### src/rtl/acq_shot_if.sv
// Shot-sequencer signal bundle: shot control and charger status toward the sequencer,
// HV/pulse/sample control and status back out.
interface acq_shot_if #(
  parameter int SKIP_W = 8
);
  logic              burst_syn;
  logic              seq_en;
  logic              done_h_n;
  logic              done_l_n;
  logic              fault_h_n;
  logic              fault_l_n;
  logic              protect_state;
  logic [15:0]       sample_delay;
  logic [31:0]       sample_len;
  logic              arm_read_over;
  logic              charge_en;
  logic              fire;
  logic              sample_en;
  logic              data_ready;
  logic              busy;
  logic [1:0]        err_code;
  logic [SKIP_W-1:0] skip_cnt;

  modport master (
    output burst_syn, seq_en, done_h_n, done_l_n, fault_h_n, fault_l_n,
           protect_state, sample_delay, sample_len, arm_read_over,
    input  charge_en, fire, sample_en, data_ready, busy, err_code, skip_cnt
  );

  modport slave (
    input  burst_syn, seq_en, done_h_n, done_l_n, fault_h_n, fault_l_n,
           protect_state, sample_delay, sample_len, arm_read_over,
    output charge_en, fire, sample_en, data_ready, busy, err_code, skip_cnt
  );
endinterface

### src/rtl/acq_shot_sequencer.sv
// Per-shot scheduler for the EMAT front end: charger check, fire, receive delay,
// sample window, then hold data_ready until the ARM has drained the FIFO.
module acq_shot_sequencer #(
  parameter int DONE_TIMEOUT = 10_000_000,
  parameter int SYNC_STAGES  = 2,
  parameter int SKIP_W       = 8
) (
  input  logic      clk_sys,
  input  logic      reset_n,
  acq_shot_if.slave bus
);

  typedef enum logic [2:0] {
    S_IDLE, S_CHG_WAIT, S_FIRE, S_DELAY, S_SAMPLE, S_HOLD, S_ERROR
  } state_t;

  localparam logic [31:0] TMO_LAST = 32'(DONE_TIMEOUT - 1);

  state_t            state, nxt;
  logic [3:0]        sync_p [SYNC_STAGES];
  logic [3:0]        sync_out;
  logic              done_both, fault_any;
  logic [31:0]       cnt;
  logic [15:0]       delay_cap;
  logic [31:0]       len_cap;
  logic              charge_en_r, fire_r, sample_en_r, data_ready_r, busy_r;
  logic [1:0]        err_code_r;
  logic [SKIP_W-1:0] skip_cnt_r;

  // Charger status is asynchronous; bit order {fault_l, fault_h, done_l, done_h}.
  always_ff @(posedge clk_sys or negedge reset_n) begin
    if (!reset_n) begin
      for (int i = 0; i < SYNC_STAGES; i++) sync_p[i] <= '1;
    end else begin
      sync_p[0] <= {bus.fault_l_n, bus.fault_h_n, bus.done_l_n, bus.done_h_n};
      for (int i = 1; i < SYNC_STAGES; i++) sync_p[i] <= sync_p[i-1];
    end
  end

  assign sync_out  = sync_p[SYNC_STAGES-1];
  assign done_both = ~sync_out[0] & ~sync_out[1];
  assign fault_any = ~sync_out[2] | ~sync_out[3];

  always_comb begin
    nxt = state;
    case (state)
      S_IDLE:
        if (bus.burst_syn && bus.seq_en) nxt = bus.protect_state ? S_ERROR : S_CHG_WAIT;
      S_CHG_WAIT:
        if (!bus.seq_en)          nxt = S_IDLE;
        else if (fault_any)       nxt = S_ERROR;
        else if (done_both)       nxt = S_FIRE;
        else if (cnt == TMO_LAST) nxt = S_ERROR;
      S_FIRE:
        if (!bus.seq_en)          nxt = S_IDLE;
        else if (delay_cap != '0) nxt = S_DELAY;
        else                      nxt = (len_cap == '0) ? S_IDLE : S_SAMPLE;
      S_DELAY:
        if (!bus.seq_en)          nxt = S_IDLE;
        else if (cnt == '0)       nxt = (len_cap == '0) ? S_IDLE : S_SAMPLE;
      S_SAMPLE:
        if (!bus.seq_en)          nxt = S_IDLE;
        else if (cnt == '0)       nxt = S_HOLD;
      S_HOLD:
        if (!bus.seq_en || bus.arm_read_over) nxt = S_IDLE;
      S_ERROR:
        if (!bus.seq_en)          nxt = S_IDLE;
      default:                    nxt = S_IDLE;
    endcase
  end

  // Outputs are registered from the next state so they line up with the state register.
  always_ff @(posedge clk_sys or negedge reset_n) begin
    if (!reset_n) begin
      state        <= S_IDLE;
      cnt          <= '0;
      delay_cap    <= '0;
      len_cap      <= '0;
      charge_en_r  <= 1'b0;
      fire_r       <= 1'b0;
      sample_en_r  <= 1'b0;
      data_ready_r <= 1'b0;
      busy_r       <= 1'b0;
      err_code_r   <= 2'd0;
      skip_cnt_r   <= '0;
    end else begin
      state <= nxt;

      if (nxt != state) begin
        case (nxt)
          S_DELAY:  cnt <= {16'd0, delay_cap} - 32'd1;
          S_SAMPLE: cnt <= len_cap - 32'd1;
          default:  cnt <= '0;
        endcase
      end else if (state == S_CHG_WAIT) begin
        cnt <= cnt + 32'd1;
      end else if (state == S_DELAY || state == S_SAMPLE) begin
        cnt <= cnt - 32'd1;
      end

      // Shot timing is frozen at fire so register writes mid-shot cannot tear the window.
      if (nxt == S_FIRE) begin
        delay_cap <= bus.sample_delay;
        len_cap   <= bus.sample_len;
      end

      charge_en_r  <= (nxt == S_IDLE) ? bus.seq_en : (nxt == S_CHG_WAIT || nxt == S_HOLD);
      fire_r       <= (nxt == S_FIRE);
      sample_en_r  <= (nxt == S_SAMPLE);
      data_ready_r <= (nxt == S_HOLD);
      busy_r       <= !(nxt == S_IDLE || nxt == S_ERROR);

      if (nxt == S_ERROR) begin
        if (state != S_ERROR)
          err_code_r <= (state == S_IDLE) ? 2'd3 : (fault_any ? 2'd2 : 2'd1);
      end else begin
        err_code_r <= 2'd0;
      end

      if (bus.burst_syn && busy_r && skip_cnt_r != '1)
        skip_cnt_r <= skip_cnt_r + SKIP_W'(1);
    end
  end

  assign bus.charge_en  = charge_en_r;
  assign bus.fire       = fire_r;
  assign bus.sample_en  = sample_en_r;
  assign bus.data_ready = data_ready_r;
  assign bus.busy       = busy_r;
  assign bus.err_code   = err_code_r;
  assign bus.skip_cnt   = skip_cnt_r;

endmodule

### src/flat_wrapper.sv
// flat-port wrapper written by rule: the top's interface ports become plain ports
module acq_shot_sequencer_flat 
#(
  parameter int DONE_TIMEOUT = 10_000_000,
  parameter int SYNC_STAGES  = 2,
  parameter int SKIP_W       = 8
)
  (clk_sys, reset_n, bus_burst_syn, bus_seq_en, bus_done_h_n, bus_done_l_n, bus_fault_h_n, bus_fault_l_n, bus_protect_state, bus_sample_delay, bus_sample_len, bus_arm_read_over, bus_charge_en, bus_fire, bus_sample_en, bus_data_ready, bus_busy, bus_err_code, bus_skip_cnt);
  acq_shot_if #(.SKIP_W(SKIP_W)) bus_i ();
  input  logic clk_sys;
  input  logic reset_n;
  input wire logic [$bits(bus_i.burst_syn)-1:0] bus_burst_syn;
  input wire logic [$bits(bus_i.seq_en)-1:0] bus_seq_en;
  input wire logic [$bits(bus_i.done_h_n)-1:0] bus_done_h_n;
  input wire logic [$bits(bus_i.done_l_n)-1:0] bus_done_l_n;
  input wire logic [$bits(bus_i.fault_h_n)-1:0] bus_fault_h_n;
  input wire logic [$bits(bus_i.fault_l_n)-1:0] bus_fault_l_n;
  input wire logic [$bits(bus_i.protect_state)-1:0] bus_protect_state;
  input wire logic [$bits(bus_i.sample_delay)-1:0] bus_sample_delay;
  input wire logic [$bits(bus_i.sample_len)-1:0] bus_sample_len;
  input wire logic [$bits(bus_i.arm_read_over)-1:0] bus_arm_read_over;
  output wire logic [$bits(bus_i.charge_en)-1:0] bus_charge_en;
  output wire logic [$bits(bus_i.fire)-1:0] bus_fire;
  output wire logic [$bits(bus_i.sample_en)-1:0] bus_sample_en;
  output wire logic [$bits(bus_i.data_ready)-1:0] bus_data_ready;
  output wire logic [$bits(bus_i.busy)-1:0] bus_busy;
  output wire logic [$bits(bus_i.err_code)-1:0] bus_err_code;
  output wire logic [$bits(bus_i.skip_cnt)-1:0] bus_skip_cnt;
  assign bus_i.burst_syn = bus_burst_syn;
  assign bus_i.seq_en = bus_seq_en;
  assign bus_i.done_h_n = bus_done_h_n;
  assign bus_i.done_l_n = bus_done_l_n;
  assign bus_i.fault_h_n = bus_fault_h_n;
  assign bus_i.fault_l_n = bus_fault_l_n;
  assign bus_i.protect_state = bus_protect_state;
  assign bus_i.sample_delay = bus_sample_delay;
  assign bus_i.sample_len = bus_sample_len;
  assign bus_i.arm_read_over = bus_arm_read_over;
  assign bus_charge_en = bus_i.charge_en;
  assign bus_fire = bus_i.fire;
  assign bus_sample_en = bus_i.sample_en;
  assign bus_data_ready = bus_i.data_ready;
  assign bus_busy = bus_i.busy;
  assign bus_err_code = bus_i.err_code;
  assign bus_skip_cnt = bus_i.skip_cnt;
  acq_shot_sequencer #(.DONE_TIMEOUT(DONE_TIMEOUT), .SYNC_STAGES(SYNC_STAGES), .SKIP_W(SKIP_W)) u_core (.clk_sys(clk_sys), .reset_n(reset_n), .bus(bus_i));
endmodule
### config.mk
export PLATFORM = sky130hd
export DESIGN_NAME = acq_shot_sequencer_flat
export DESIGN_NICKNAME = d
export VERILOG_FILES = /design/src/rtl/acq_shot_if.sv /design/src/rtl/acq_shot_sequencer.sv /design/src/flat_wrapper.sv
export SDC_FILE = /design/constraint.sdc
export NUM_CORES = 1
export LEC_CHECK = 0
export CORE_MARGIN = 2
export CORE_UTILIZATION = 52
export CTS_BUF_LIST = sky130_fd_sc_hd__clkbuf_4 sky130_fd_sc_hd__clkbuf_8 sky130_fd_sc_hd__clkbuf_16
export CTS_CLUSTER_SIZE = 25
export DETAILED_ROUTE_END_ITERATION = 10
export GPL_TIMING_DRIVEN = 0
export PLACE_DENSITY = 0.85
export SLEW_MARGIN = 25
export SYNTH_ARGS = -nofsm -noshare
export SYNTH_HDL_FRONTEND = slang
export SYNTH_SLANG_ARGS = --single-unit
### constraint.sdc
create_clock -name clk_sys -period 3.9 [get_ports clk_sys]
set_input_delay 0.39 -clock clk_sys [delete_from_list [all_inputs] [get_ports clk_sys]]
set_output_delay 0.39 -clock clk_sys [all_outputs]
set_load 0.05 [all_outputs]
==> run summary, run 1 <==
Buffers placed on the I/O ports in this run total 72. The internal cell power was 4.48 mW; the clock-pin slew of the registers on the worst-case setup and hold paths was 0.07 ns. Max-cap violations in this run came to 0. Counting buffers and inverters, the worst setup path is 14 cells deep.

In this run the remaining antenna-violating nets after routing total 0. After synthesis, the cell types taking the most area are dfrtp_1 (35%), nand2_1 (12%), xnor2_1 (6.2%), ha_1 (5.9%), xor2_1 (3.4%). For this run, design rule violations remaining after detail routing come to 0. The finished layout holds 1132 standard cells, fillers aside. Synthesis instantiated 71 different standard cells from the library. The initial cell density of the core is 53.2%, and the leakage power of the design is 3.61 nW.

After technology mapping, the gate count stands at 860. Clock tree buffer depth: 2. Synthesized area divided by synthesized cell count: 8.20 um2. Entering global routing, the biggest net connects 58 pins. The number of synthesized register bits is 106, and the post-detailed-route via-to-cell ratio is 5.97. In the final routed layout, each cell accounts on average for 16.7 um.

Based on the critical path, the design can be clocked at up to 264 MHz. In this design, the stage delay of the slowest critical-path cell is 0.61 ns. The I/O pin count is 73. In the final layout, flip-flops and latches occupy 2670 um2.

Summing internal, switching and leakage power gives 8.93 mW. 0 antenna diodes ended up in the layout. met2 is the most crowded layer.

The tools report the via count of the first global-routing pass as 6428. The setup path with the least slack is of type reg2reg. In the final layout, the multi-input gates occupy 4230 um2. For the worst setup path, the data required time is 4.18 ns.

The final worst-path cycle share is 97.0%, and the standard-cell row count is 42. Critical path capture point type: a flop. The flow ran to the end, and the final reports show no timing, DRC or antenna violations.

At the end of routability-driven placement, the weighted congestion stood at 0.938. CTS saw 106 sinks. The post-synth design cell area came out at 7050 um2.

Power spread over the standard cell area amounts to 1050 nW/um2. Kind of cell with the highest combined delay on the critical path: simple AND/OR/NAND/NOR gates. The run gives 11.1% as the portion of total power attributed to the clock network. The final-stage net count is 1043. The Yosys step of the flow raised 0 warnings.

Among all flip-flop cells after synthesis, the most frequent one is dfrtp_1. Of the post-synthesis cell area, the dominant cell type holds 34.8%. For the H-tree depth, the log shows 3. The clock root buffer is clkbuf_16. The die covers 14500 um2.

On the final layout, the worst hold slack is 0.357 ns. For the worst flop-to-flop path, the logic depth is 14. Yosys mapped a number of flops with a built-in enable equal to 0. Summed over all layers, the global routing overflow is 0. Global routing consumed, on the met1 layer, 37.5% of the routing resources.

The sequential-to-total area share from yosys stat is 37.8%. The core region is 13200 um2. Layout overhead on the synthesized area: 20.5%. The vertical die dimension works out to 120 um. The die is 120 um wide. For this design the total switching power over the nets is 4.45 mW. Fraction of power spent switching nets: 49.8%.

The routed layout has 6761 vias. For the number of antenna violations at the first check in global routing, the log shows 0. The tools report the finished layout cell area as 8490 um2. Of all flip-flops after synthesis, the portion carrying an async set or reset was 100%. The setup violation total in the final timing report was 0; the buffers plus inverters on the worst setup path was 2. IR analysis of the VDD net gives a maximum drop of 402 uV. TritonCTS built the clock tree. The worst pin sits at a relative slew slack of 37.8%.

Summed over all failing endpoints, the final setup total negative slack is 0 ns. The detailed-placement wirelength estimate is 13.6 mm. The setup clock skew after layout is 0.00900 ns, and the number of fill cells in the layout is 1080. The critical path goes through nand2b_4, nor2_4, clkinvlp_4, buf_4, ha_4, a21o_1, or4b_2, o22ai_1, o21ai_0, o31a_1, o21ai_2, xnor2_1, or3_1, a31oi_1. The global-route wire length before repair was 31.3 mm; the met2 layer usage reported by global route was 41.9%.

The first detailed-routing pass ran for 5 iterations. For this run, global-route usage on met3 was measured as 3.21%. For the number of buffers added by the clock tree synthesis step, the log shows 9. The minimum clock period after layout was 3.78 ns. The fraction of layout instances using a drive strength above 1 was 8.16%; the number of pins exceeding their max-slew limit in the final report was 0. The cell count after placement is 1109, and the largest fanout on the critical path is 7. The final number of hold-violating endpoints was 0. The slew of the pin with the lowest slew margin was 0.924 ns; the data arrival time of the critical path was 4.06 ns. Counting instances, the worst hold path has a depth of 0. The synthesized design spends more area on one cell type than any other, namely dfrtp_1. Clock latency on the worst-skew pair, taken at its later pin, is 0.35 ns. When the netlist entered floorplanning its net count stood at 952.

Across every metal layer, demand over resource in global routing totals 26.6%. The largest individual stage delay along the critical path comes from the cell or4b_2. Of the total power, registers draw 23.9%. The run gives 8060 um2 as the area after detailed placement. The element type at the critical path start is a flop. For the final routed wirelength across all metal layers, the log shows 18.9 mm. The min-delay analysis places its worst path in the category reg2reg. The detailed router finished its first iteration with 537 violations. Combinational logic is responsible for 65.0% of the overall power.
## power groups by stage
| stage | clock, mW | combinational (mW) | sequential, mW |
|---|---|---|---|
| 2_1_floorplan | 0 | 4.11 | 2.10 |
| 3_3_place_gp | 0 | 5.39 | 2.05 |
| 3_5_place_dp | 0 | 5.50 | 2.07 |
| 4_1_cts | 0.993 | 5.62 | 2.09 |
| 5_1_grt | 1.05 | 6.40 | 2.19 |
| 6_report | 0.990 | 5.81 | 2.13 |
## path summary, 6_finish.rpt
kind                                                 end                        from  slack [ns]
setup / recovery              u_core.cnt[31]$_DFFE_PN0P_   u_core.state[2]$_DFF_PN0_        0.12
hold / removal              u_core.sync_out[1]$_DFF_PN1_  u_core.sync_p[5]$_DFF_PN1_        0.36
setup reg to reg              u_core.cnt[31]$_DFFE_PN0P_   u_core.state[2]$_DFF_PN0_        0.12
hold reg to reg             u_core.sync_out[1]$_DFF_PN1_  u_core.sync_p[5]$_DFF_PN1_        0.36
max in group asynchronous     u_core.cnt[16]$_DFFE_PN0P_                     reset_n        2.72
min in group asynchronous  u_core.len_cap[5]$_DFFE_PN0P_                     reset_n        0.55
## state kept, by name, indices dropped and copies added (netlist names)
signal / flops
u_core.cnt: 32
u_core.len_cap: 32
u_core.delay_cap: 16
u_core.bus.skip_cnt: 8
u_core.sync_out: 4
u_core.sync_p: 4
u_core.state: 3
u_core.bus.err_code: 2
u_core.bus.busy: 1
u_core.bus.charge_en: 1
u_core.bus.data_ready: 1
u_core.bus.fire: 1
u_core.bus.sample_en: 1
## final cells by class
cell class	count	area share, %
multi-input cells	702	49.8
flip-flops and latches	106	31.4
repair buffers	84	9.83
clock buffers	9	2.65
well taps	176	2.59
plain buffers	29	1.62
clock inverters	7	1.19
inverters	18	0.840
repair inverters	1	0.0884
## per-layer routing
layer,share of wire (%),routed length [um]
met1,45,8420
met2,46,8600
met3,6.5,1220
met4,3.4,633
met5,0,0
## cells by family (layout without fill, tap and decap cells)
kind of cell / count (synthesis) / in the layout / share of synthesized area (%)
DFF: 106 / 106 / 37.8
xor gates and xnor gates: 77 / 77 / 9.57
muxes: 4 / 4 / 0.604
and+or+nand+nor: 407 / 407 / 26.3
buffers and inverters: 52 / 148 / 3.18
AOI/OAI and AO/OA: 180 / 180 / 16.4
adders and majority gates: 34 / 34 / 6.14
## placed cells by master (no fill, tap or decap), types with 5 or more instances in the layout
master	count
a211oi_1	6
a21o_1	7
a21oi_1	42
a31oi_1	9
and3_1	7
buf_2	8
buf_4	11
clkbuf_1	14
clkbuf_16	9
clkdlybuf4s50_1	71
dfrtp_1	96
dfstp_2	8
ha_1	29
inv_1	14
nand2_1	221
nand2b_1	5
nand3_1	11
nand4_1	14
nor2_1	55
nor2b_1	6
nor3_1	25
nor4_1	18
o211ai_1	10
o21ai_0	41
o21ai_1	9
o22ai_1	14
o31ai_1	6
or3_1	15
or4_1	10
xnor2_1	50
xor2_1	27
## cells in the mapped netlist (4+ instances only)
cell      number
nand2_1      221
dfrtp_1       98
nor2_1        56
xnor2_1       50
o21ai_0       44
a21oi_1       42
ha_1          33
xor2_1        27
nor3_1        25
clkbuf_1      19
nor4_1        19
inv_1         15
or3_1         15
nand4_1       14
o22ai_1       14
nand3_1       11
o211ai_1      10
or4_1         10
a31oi_1        9
buf_2          8
dfstp_2        8
a21o_1         7
and3_1         7
o21ai_1        7
a211oi_1       6
nand2b_1       6
nor2b_1        6
o31ai_1        6
a21boi_0       4
buf_1          4
## worst reg2reg max path: cells and delay by family, from the launching register on
| kind | cells | cell delay [ns] |
|---|---|---|
| fa+ha+maj | 1 | 0.27 |
| buf+inv | 2 | 0.41 |
| compound gates | 6 | 1.17 |
| xor+xnor | 1 | 0.12 |
| flops | 1 | 0.46 |
| simple gates | 4 | 1.29 |
## stage by stage
step           setup WS (ns)  util [%]
2_1_floorplan         0.0240         -
3_3_place_gp           -1.39      60.6
3_5_place_dp          -0.772      60.8
4_1_cts              0.00388      63.8
5_1_grt             -0.00420      64.1
6_report               0.117      64.1
## timing repair
action                                  CTS  global route
pin swaps                                 1             1
gates cloned                              1             0
hold buffers                              1             0
endpoints found under the setup margin   20            41
setup buffers                             6             4
gates resized for setup                   4            10
endpoints found under the hold margin    41             0
Power figures use the tool's default switching activity.
==> run 2: changes to the inputs <==
Settings changed: ABC_CLOCK_PERIOD_IN_PS set to 3900, SKIP_LAST_GASP set to 1.
==> run 2 against run 1 <==
  * Design area hardly changed
  * Die area unchanged
  * Utilization is essentially flat
  * Critical path depth rose by 1
  * Setup slack better by 0.0074 ns
  * Via count down 0.18%
  * Register-to-register slack hardly changed
  * Clock power is essentially flat
  * Global-route usage did not move
  * Critical path type unchanged
==> run summary, run 2 (same netlist as run 1, synthesis figures left out) <==
The clock tree buffer depth was 2; the number of buffers added by the clock tree synthesis step was 9. Max-cap violations in this run came to 0. STA puts the critical path data required time at 4.13 ns.

Clock skew on the completed layout was measured at 0.0102 ns. For the wire length on met2, the log shows 8.57 mm. The region available for standard cell placement spans 13200 um2. The number of fill cells in the layout was 1080. The logs give 6749 for the via count of the routed design and 1.32 mm for the met3 wire length. The startpoint of the worst register-to-register path was u_core.state[2]$_DFF_PN0_. The tools report the first-iteration detailed-routing DRC count as 588.

Setup repair after global routing could not meet its margin everywhere. CTS built an H-tree with a depth of 3. Detailed placement finished with a half-perimeter wire length of 13.6 mm.

The power per standard cell area was 1050 nW/um2. By startpoint and endpoint, the worst setup path is classified as reg2reg. The final layout contains routed wiring with a total length of 18.8 mm.

Measured along the x axis, the die boundary spans 120 um. The highest layer touched by signal routing is met4. The reg-to-reg critical path endpoint is u_core.cnt[30]$_DFFE_PN0P_. The leading cell type in the layout, fill and taps excluded was nand2_1. The largest registers in the layout are u_core.cnt: 32 flops, u_core.len_cap: 32 flops, u_core.delay_cap: 16 flops.

Counting instances, the worst hold path has a depth of 0. TritonCTS built the clock tree. For hold timing, the worst endpoint is u_core.sync_out[1]$_DFF_PN1_. The startpoint of the most critical hold path is u_core.sync_p[5]$_DFF_PN1_. In this run the static leakage power is 3.61 nW.

The completed layout was analyzed and its total power is 8.93 mW. The number of antenna violations at the first check in global routing is 0, and the relative slew slack is 40.2%. Input and output buffers added on the ports amount to 72. The maximum operating frequency was 265 MHz. For the pin with the worst max-slew slack, the measured transition is 0.888 ns. For this run, the post-layout net count is 1043. The per-cell routed wire length was 16.6 um. At the end of routability-driven placement, the weighted congestion stood at 0.938.

The tree is rooted in a clkbuf_16. The tightest min-delay check is of the reg2reg type. In the routed layout, each cell is associated on average with a via count of 5.96. STA classifies the critical path startpoint as a flop. The setup violation total in the final timing report came out at 0.

In this run the remaining antenna-violating nets after routing total 0. The later pin in the worst-skew pair is clocked with a latency of 0.36 ns. The worst ir drop on vdd is 401 uV, and the met1 routed wirelength after detailed routing is 8.29 mm. Entering global routing, the biggest net connects 58 pins. The flow ran to the end, and the final reports show no timing, DRC or antenna violations. Clock-pin slew was measured on the worst setup and hold paths at 0.07 ns.

Global routing finished with a remaining overflow of 0. The tools report the number of pins exceeding their max-slew limit in the final report as 0. The number of diodes added for antenna fixing came out at 0. Leaving out fill and tap cells, the most frequent cells in the layout are nand2_1 (221), dfrtp_1 (96), clkdlybuf4s50_1 (71), nor2_1 (55), xnor2_1 (50). Of all nets on the critical path, the largest fanout is 7. The all-layer global routing usage was 26.6%; the final worst-path cycle share was 96.8%. After layout, the minimum clock period comes to 3.78 ns.

Final number of hold-violating endpoints: 0. The setup check on the worst reg-to-reg path leaves a slack of 0.12 ns. STA puts the critical path data arrival time at 4.00 ns.

Cells with a size suffix above 1 make up 8.05% of the layout. Relative to the synthesized area, the layout overhead comes to 20.4%. The worst-case hold slack is 0.357 ns. The floorplan step defined a die boundary enclosing 14500 um2. The first-pass iteration count of the detailed router was 5; the DRC violation count after routing was 0. The number of cells on the worst reg-to-reg path is 15.

For the number of clock sinks, the log shows 106. The via count of the first global-routing pass was 6428. 73 I/O pins were placed. The floorplan has 42 rows. The worst setup path is captured at a flop.

The die is 120 um tall. The global-route wire length before repair is 31.3 mm. Once the floorplan was initialized, standard cells occupied 53.2% of the core.
[run 2: cell types whose count changed in the layout (fill, tap and decap cells not counted)]
cell	previous run	this run
a21boi_1	0	1
a21boi_2	1	0
[run 2: report_power, final]
group / internal (mW) / total (mW) / switching (mW)
Clock: 0.567 / 0.993 / 0.426
Sequential: 1.57 / 2.13 / 0.564
Combinational: 2.34 / 5.80 / 3.46
Total: 4.47 / 8.93 / 4.45
[run 2: how the worst max path moves through the flow]
stage                              startpoint                                  to  slack (ns)  cells after the start
global route        u_core.state[2]$_DFF_PN0_          u_core.cnt[30]$_DFFE_PN0P_       -0.01                     14
global placement                      reset_n  u_core.bus.err_code[0]$_DFFE_PN0P_       -1.39                      1
detailed placement  u_core.state[0]$_DFF_PN0_          u_core.cnt[30]$_DFFE_PN0P_       -0.77                     14
CTS                 u_core.state[0]$_DFF_PN0_          u_core.cnt[31]$_DFFE_PN0P_       0.004                     14
floorplan           u_core.state[2]$_DFF_PN0_          u_core.cnt[31]$_DFFE_PN0P_        0.02                     14
finish              u_core.state[2]$_DFF_PN0_          u_core.cnt[30]$_DFFE_PN0P_        0.12                     15
[run 2: repair_timing]
item	CTS	global route
hold buffers	1	0
gates cloned	1	0
setup buffers	6	4
pin swaps	1	1
gates resized for setup	4	9
setup endpoints to repair	20	41
endpoints found under the hold margin	41	0
[run 2: critical path, stage by stage (launching register included)]
cell        delay (ns)
dfrtp_2           0.46
nand2b_4          0.17
nor2_4            0.17
clkinvlp_4        0.18
buf_4             0.18
buf_4             0.13
fa_1              0.40
a21oi_1           0.19
nand4b_1          0.16
a21boi_1          0.14
a41oi_1           0.47
o21a_1            0.20
o21ai_1           0.12
a211oi_1          0.41
or4bb_1           0.20
nand3_1           0.06
[run 2: stage by stage]
stage / std cells / utilization (%) / area (um2) / setup TNS (ns) / setup WS [ns]
after global placement: 1108 / 60.6 / 8030 / -140.63 / -1.39
after floorplan: 860 / - / 7090 / 0 / 0.0240
after CTS: 1131 / 63.8 / 8450 / 0 / 0.00388
final: 1132 / 64.1 / 8490 / 0 / 0.125
after detailed placement: 1109 / 60.8 / 8060 / -5.62 / -0.772
after global routing: 1132 / 64.1 / 8490 / -0.0189 / -0.0147
[run 2: area by class of cell]
class	count	area, um2	area share (%)
multi-input combinational	702	4220	49.8
sequential	106	2670	31.4
timing repair buffer	84	835	9.83
clock buffer	9	225	2.65
tap	176	220	2.59
buffer	29	138	1.62
clock inverter	7	101	1.19
inverter	18	71.3	0.840
timing repair inverter	1	7.51	0.0885
[run 2: metal layers]
metal | up-vias | global-route usage [%]
met5 | - | 0
met4 | 0 | 10.7
met3 | 60 | 3.21
met2 | 311 | 41.9
met1 | 3159 | 37.5
li1 | 3219 | -
